File: src/rtl/bp_gshare.sv
`default_nettype none
// ============================================================================
//  Module      : bp_gshare
//  Description : Saturating-counter branch predictor, bimodal or gshare
//                indexed, with speculative/architectural global history
//                and always-on accuracy statistics.
//  Revision    : 1.0 - initial release
// ============================================================================
module bp_gshare #(
    parameter int XLEN   = 32,
    parameter int PHT_AW = 8,
    parameter int CTR_W  = 2,
    parameter int GHR_W  = 8,
    parameter int MODE   = 1
) (
    input  logic             clk,
    input  logic             rst_n,
    input  logic             rdy,
    input  logic             flush,
    input  logic [XLEN-1:0]  fet_pc,
    input  logic             fet_br,
    output logic             bp_pred,
    output logic [GHR_W-1:0] bp_ghr,
    input  logic             rob_bp_enable,
    input  logic [XLEN-1:0]  rob_bp_inst_addr,
    input  logic [GHR_W-1:0] rob_bp_ghr,
    input  logic             rob_bp_jump,
    input  logic             rob_bp_correct,
    output logic [XLEN-1:0]  bp_correct_cnt,
    output logic [XLEN-1:0]  bp_total_cnt
);

    localparam int               c_PHT_N    = 1 << PHT_AW;
    localparam logic [CTR_W-1:0] c_CTR_INIT = {1'b0, {(CTR_W-1){1'b1}}};
    localparam logic [CTR_W-1:0] c_CTR_MAX  = {CTR_W{1'b1}};

    function automatic logic [PHT_AW-1:0] f_idx(input logic [XLEN-1:0]  pc,
                                                 input logic [GHR_W-1:0] h);
        logic [PHT_AW-1:0] hx;
        hx = (MODE != 0) ? PHT_AW'(h) : {PHT_AW{1'b0}};
        return pc[PHT_AW:1] ^ hx;
    endfunction

    // Shift via a widened temporary so a 1-bit history needs no special case.
    function automatic logic [GHR_W-1:0] f_shift(input logic [GHR_W-1:0] h,
                                                 input logic             b);
        logic [GHR_W:0] t;
        t = {h, b};
        return t[GHR_W-1:0];
    endfunction

    logic [CTR_W-1:0]  r_pht [c_PHT_N];
    logic [GHR_W-1:0]  r_spec_ghr;
    logic [GHR_W-1:0]  r_arch_ghr;
    logic [XLEN-1:0]   r_correct;
    logic [XLEN-1:0]   r_total;

    logic [PHT_AW-1:0] w_fet_idx;
    logic [PHT_AW-1:0] w_cmt_idx;
    logic [CTR_W-1:0]  w_cmt_ctr;
    logic [CTR_W-1:0]  w_cmt_ctr_nxt;
    logic              w_fet_upd;
    logic              w_cmt_upd;
    logic              w_restore;
    logic              w_unused;

    assign w_fet_upd = rdy & ~flush & fet_br;
    assign w_cmt_upd = rdy & ~flush & rob_bp_enable;
    assign w_restore = rdy & flush;

    assign w_fet_idx = f_idx(fet_pc, r_spec_ghr);
    assign w_cmt_idx = f_idx(rob_bp_inst_addr, rob_bp_ghr);

    assign bp_pred        = r_pht[w_fet_idx][CTR_W-1];
    assign bp_ghr         = r_spec_ghr;
    assign bp_correct_cnt = r_correct;
    assign bp_total_cnt   = r_total;

    assign w_unused = ^{fet_pc[XLEN-1:PHT_AW+1], fet_pc[0],
                        rob_bp_inst_addr[XLEN-1:PHT_AW+1], rob_bp_inst_addr[0],
                        rob_bp_ghr};

    always_comb begin
        w_cmt_ctr     = r_pht[w_cmt_idx];
        w_cmt_ctr_nxt = w_cmt_ctr;
        if (rob_bp_jump) begin
            if (w_cmt_ctr != c_CTR_MAX) begin
                w_cmt_ctr_nxt = w_cmt_ctr + 1'b1;
            end
        end else if (w_cmt_ctr != '0) begin
            w_cmt_ctr_nxt = w_cmt_ctr - 1'b1;
        end
    end

    always_ff @(posedge clk or negedge rst_n) begin
        if (!rst_n) begin
            for (int i = 0; i < c_PHT_N; i++) begin
                r_pht[i] <= c_CTR_INIT;
            end
        end else if (w_cmt_upd) begin
            r_pht[w_cmt_idx] <= w_cmt_ctr_nxt;
        end
    end

    // Flush restores from the pre-commit architectural history; commits are
    // suppressed that cycle anyway, so the two never interact.
    always_ff @(posedge clk or negedge rst_n) begin
        if (!rst_n) begin
            r_spec_ghr <= '0;
            r_arch_ghr <= '0;
        end else begin
            if (w_restore) begin
                r_spec_ghr <= r_arch_ghr;
            end else if (w_fet_upd) begin
                r_spec_ghr <= f_shift(r_spec_ghr, bp_pred);
            end
            if (w_cmt_upd) begin
                r_arch_ghr <= f_shift(r_arch_ghr, rob_bp_jump);
            end
        end
    end

    always_ff @(posedge clk or negedge rst_n) begin
        if (!rst_n) begin
            r_total   <= '0;
            r_correct <= '0;
        end else if (w_cmt_upd) begin
            r_total   <= r_total + 1'b1;
            r_correct <= r_correct + XLEN'(rob_bp_correct);
        end
    end

endmodule
`default_nettype wire

File: config.mk
export PLATFORM = sky130hd
export DESIGN_NAME = bp_gshare
export DESIGN_NICKNAME = d
export VERILOG_FILES = /design/src/rtl/bp_gshare.sv
export SDC_FILE = /design/constraint.sdc
export NUM_CORES = 1
export LEC_CHECK = 0
export CORE_MARGIN = 2
export CORE_UTILIZATION = 55
export CTS_CLUSTER_DIAMETER = 40
export DETAILED_ROUTE_END_ITERATION = 16
export PLACE_DENSITY = 0.74
export SLEW_MARGIN = 10
export SYNTH_ARGS = -nofsm -noshare
export SYNTH_HDL_FRONTEND = slang
export SYNTH_SLANG_ARGS = --single-unit
File: constraint.sdc
create_clock -name clk -period 4.75 [get_ports clk]
set_input_delay 0.7125 -clock clk [delete_from_list [all_inputs] [get_ports clk]]
set_output_delay 0.7125 -clock clk [all_outputs]
set_load 0.02 [all_outputs]
### Yosys cells after proc, flatten, opt, wreduce, memory -nomap -nowiden

Cells that the tools add are included.

* bitwise logic cells: 9
* order comparisons: 3
* $add $sub $neg: 4
* reductions and logical operators: 3
* equality and inequality tests: 1
* mux-type cells: 14

Operator list (number)
* $bwmux 512: 1
* $add 32x1->32: 1
* $add 32x1->32 const B: 1
* $bmux 2 s8: 2
* $ge 9x9->1 const B: 2
* $not 8->9: 2
* $demux 2 s8: 1
* $mux 2: 8
* $mux 8: 2
* $xor 8x8->8: 2
* $lt 9x1->1 const B: 1
* $and 1x1->1: 4
* $reduce_bool 2->1: 2
* $add 2x1->2 const B: 1
* $ne 2x2->1 const B: 1
* $sub 2x1->2 const B: 1
* $logic_and 1x1->1: 1
* $not 1->1: 1

* word-level logic and storage cells: 294
* output and inout bits: 73
* bits of input ports: 80
* register bits after elaboration: 592

### Logic depth before layout (Yosys ltp)

* depth after elaboration: 9
* mapped depth: 14
* gate-level depth less buffers: 9

### Least setup slack after synthesis

Ideal clock, no wire load.

* kind: input-to-output
* start point: in fet_pc[1]
* end point: out bp_pred
* data arrival time: 3256 ps
* path buffers: 1
* stages on the path: 8
* slack: 782 ps
* required time: 4038 ps
* cell sequence: xor2_1 > buf_2 > mux4_2 > mux4_2 > a22oi_1 > a21oi_1 > a211oi_1 > a21oi_1

* cells in the longest elaborated chain, start to end: 5

Ends and longest elaborated chain
* start, declared: line 20 `input logic [XLEN-1:0] fet_pc,`
* $xor 8x8->8: line 41 `return pc[PHT_AW:1] ^ hx;`
* $not 8->9 (not written as such): line 74 `assign bp_pred = r_pht[w_fet_idx][CTR_W-1];`
* $bmux 2 s8: line 74
* $mux 2 (not written as such) (2 in series): line 74
* end, declared: line 22 `output logic bp_pred,`

Every way passes these cells. The select of a mux whose other input is x is not followed.

### Final worst setup path

* start point: reg r_spec_ghr[0] (netlist: bp_ghr[0])
* end point: out bp_pred

* cells in the longest elaborated chain, start to end: 5

Ends and longest elaborated chain
* start, declared: line 53 `logic [GHR_W-1:0] r_spec_ghr;`
* start signal, assigned: line 113 `r_spec_ghr <= r_arch_ghr;`
* start signal, assigned: line 115 `r_spec_ghr <= f_shift(r_spec_ghr, bp_pred);`
* $xor 8x8->8: line 41
* $not 8->9 (not written as such): line 74
* $bmux 2 s8: line 74
* $mux 2 (not written as such) (2 in series): line 74

Every way passes these cells. The select of a mux whose other input is x is not followed.

==> flow_summary.ini <==
[synthesis]
avgSynthCellArea_um2 = 11.68
synth_top_cell_area_share_pct = 26.85
synth_seq_cells = 592
yosysMostFrequentCell = dfrtp_1
ys.flop_type = dfrtp_1
async_flop_share_pct = 100.0
synthTopCellsByArea = dfrtp_1 27%, dfstp_2 21%, mux4_2 15%
yosysWarnings = 0
synthCells = 2681
synth-edff-count = 0
netlist_area_um2 = 31320
synthTopCellsByCount = 336 x dfrtp_1, 275 x a21oi_1, 258 x o21ai_0
yosysUniqueCellTypes = 43
synth_area_leader_cell = dfrtp_1
synth_nets = 2764
seq_area_frac_synth_pct = 48.32

[clocking]
clk_transition_reported_paths_ns = 0.06
worstSkewPairLatency_ns = 0.64
cts_tree = built
htreeDepth = 3
cts_buffers = 88
cts_sinks = 592
clk_path_buf_depth = 3
root_buffer = clkbuf_16

[finish]
area_delta_synth_final_pct = 19.75
fin_cells = 3600
fill_cells = 3974
diodes = 0
nets = 2853
drive_gt1_share_pct = 37.59

[pwr]
clkPwrFrac_pct = 47.2
comb_power_share_pct = 15.6
peakVddDrop_uv = 317.7
seqPwrFrac_pct = 37.2
p_sw_mw = 4.090
p_sw_share_pct = 27.70
p_per_area_nw_per_um2 = 393.7
p_leak_nw = 14.41
p_int_mw = 10.68
total_power_mw = 14.77

[timing]
relSlewSlack_pct = 24.04
final-setup-viol-count = 0
clock.fmax_mhz = 216.3
period_share_pct = 97.32
final_max_slew_viol_count = 0
worst_pin_slew_ns = 1.137
rsz0062_at_grt = no
fin_skew_ns = 0.02631
hold_viol_final = 0
min_period_ns = 4.623

[global_route]
grt_max_degree = 121
grt_pass1_vias = 25090
grt_util_all_layers_pct = 30.78
overflow = 0
antenna_found_initial = 0
grt_pass1_wl_um = 142500

[outcome]
status = complete, no violations

[die]
die_w_um = 242.6
die_area_um2 = 58870
die_h_um = 242.6
num_rows = 87
io_pins = 153
start_util_pct = 55.54
core-area_um2 = 56390

[detailed_routing]
vias = 24750
drt_iter0_drc = 2777
wirelength_um = 90950
ant_nets = 0
vias_per_cell = 6.874
drc = 0
wl_per_cell_um = 25.26
drt-pass1-iter-count = 8

[critical_path]
cp.arrival_ns = 3.91
reg2reg_slack_ns = 1.29
critPathRequiredTime_ns = 4.04
setup.worst_path.end_class = output port
startpoint_type = flip-flop
cp_max_fo = 9
critPathKind = reg -> out

[placement]
gp_congestion = 0.8906
hpwl_um = 54490
place_inst = 3421
numPortBuffers = 104

[job]
drv_cap = 0

[hold_path]
holdCritPathClass = in -> async
## cells in the final DEF, fill, tap and decap left out, types with 52 or more instances in the layout
| cell | Yosys | routed |
|---|---|---|
| mux4_2 | 209 | 209 |
| o21ai_0 | 258 | 258 |
| buf_12 | 0 | 52 |
| o31ai_1 | 56 | 56 |
| a31oi_1 | 240 | 240 |
| xnor2_1 | 58 | 57 |
| buf_4 | 12 | 152 |
| clkbuf_16 | 0 | 91 |
| nor2_1 | 103 | 71 |
| dfrtp_1 | 336 | 336 |
| a21oi_1 | 275 | 274 |
| nand2_1 | 196 | 196 |
| o31ai_2 | 200 | 200 |
| dfstp_2 | 256 | 256 |
| clkdlybuf4s50_1 | 0 | 101 |
## registers in the layout (all words and copies together) (netlist names)
name            count
r_pht             512
bp_total_cnt       32
bp_ghr              8
bp_correct_cnt     32
r_arch_ghr          8
## cells by family after synthesis
kind of cell | share of synthesized area (%)
AOI/OAI and AO/OA | 24.26
DFF | 48.32
and+or+nand+nor | 5.022
buffers and inverters | 4.594
muxes | 15.16
xor gates and xnor gates | 2.457
adders and majority gates | 0.1878
## worst max-delay path: stages (launching register included)
cell and delay, ns:
dfrtp_1 0.50, xor2_4 0.23, buf_4 0.16, buf_12 0.15, buf_4 0.17, mux4_2 0.52, mux4_2 0.47, a22oi_1 0.23
nand2_1 0.16, a21oi_2 0.23, a21oi_1 0.11, dlygate4sd2_1 0.34
## area by class of cell
class,instances,area [um2],share of cell area (%)
tap,756,945.9,2.522
clock buffer,108,2390,6.372
sequential,592,15130,40.35
multi-input combinational,1775,14970,39.91
timing repair buffer,309,3254,8.677
clock inverter,56,797.0,2.125
inverter,4,15.01,0.04003
## final timing paths
| path | depth (start not counted) | to | from |
|---|---|---|---|
| worst max-delay path | 11 | bp_pred | bp_ghr[0] |
| worst min-delay path | 1 | bp_total_cnt[14] | rst_n |
| worst max register to register | 13 | bp_ghr[0] | bp_ghr[0] |
| worst min register to register | 1 | bp_total_cnt[31] | bp_total_cnt[31] |
| max in group asynchronous | 2 | r_pht[102] | rst_n |
| min in group clk | 1 | bp_total_cnt[31] | bp_total_cnt[31] |
## power groups by stage
stage	clock (mW)	sequential (mW)	combinational, mW
final	6.96	5.50	2.31
after global routing	7.26	5.52	2.43
after CTS	7.03	5.49	2.22
after detailed placement	0	5.56	2.20
after global placement	0	5.54	2.15
after floorplan	0	5.56	1.26
## timing repair
action | in CTS | in global routing
pin swaps | 0 | 1
endpoints found under the setup margin | 1 | 1
resized for setup | 2 | 2
hold buffers | 0 | 0
endpoints found under the hold margin | 0 | 0
cloned | 0 | 1
buffers inserted | 0 | 14
## per-layer routing
layer / track usage, % / part of all wire, % / up-vias
li1: - / - / 10520
met4: 14.78 / 4.8 / 0
met5: 0 / 0 / -
met3: 8.105 / 10 / 325
met2: 48.65 / 48 / 1434
met1: 39.79 / 38 / 12470
## metrics by stage
stage                     cell area [um2]  setup WS [ns]  util [%]  TNS [ns]  hold WS [ns]
after CTS                           37370        0.05568     66.27         0        0.1823
after global routing                37500        0.05164     66.51         0        0.2053
after global placement              34180        -0.1876     60.61   -0.6288        0.4575
after floorplan                     31320         0.7818         -         0        0.4169
final                               37500         0.1271     66.51         0        0.1277
after detailed placement            34180        -0.1767     60.61    -15.38        0.4697
(Power assumes the default switching activity.)
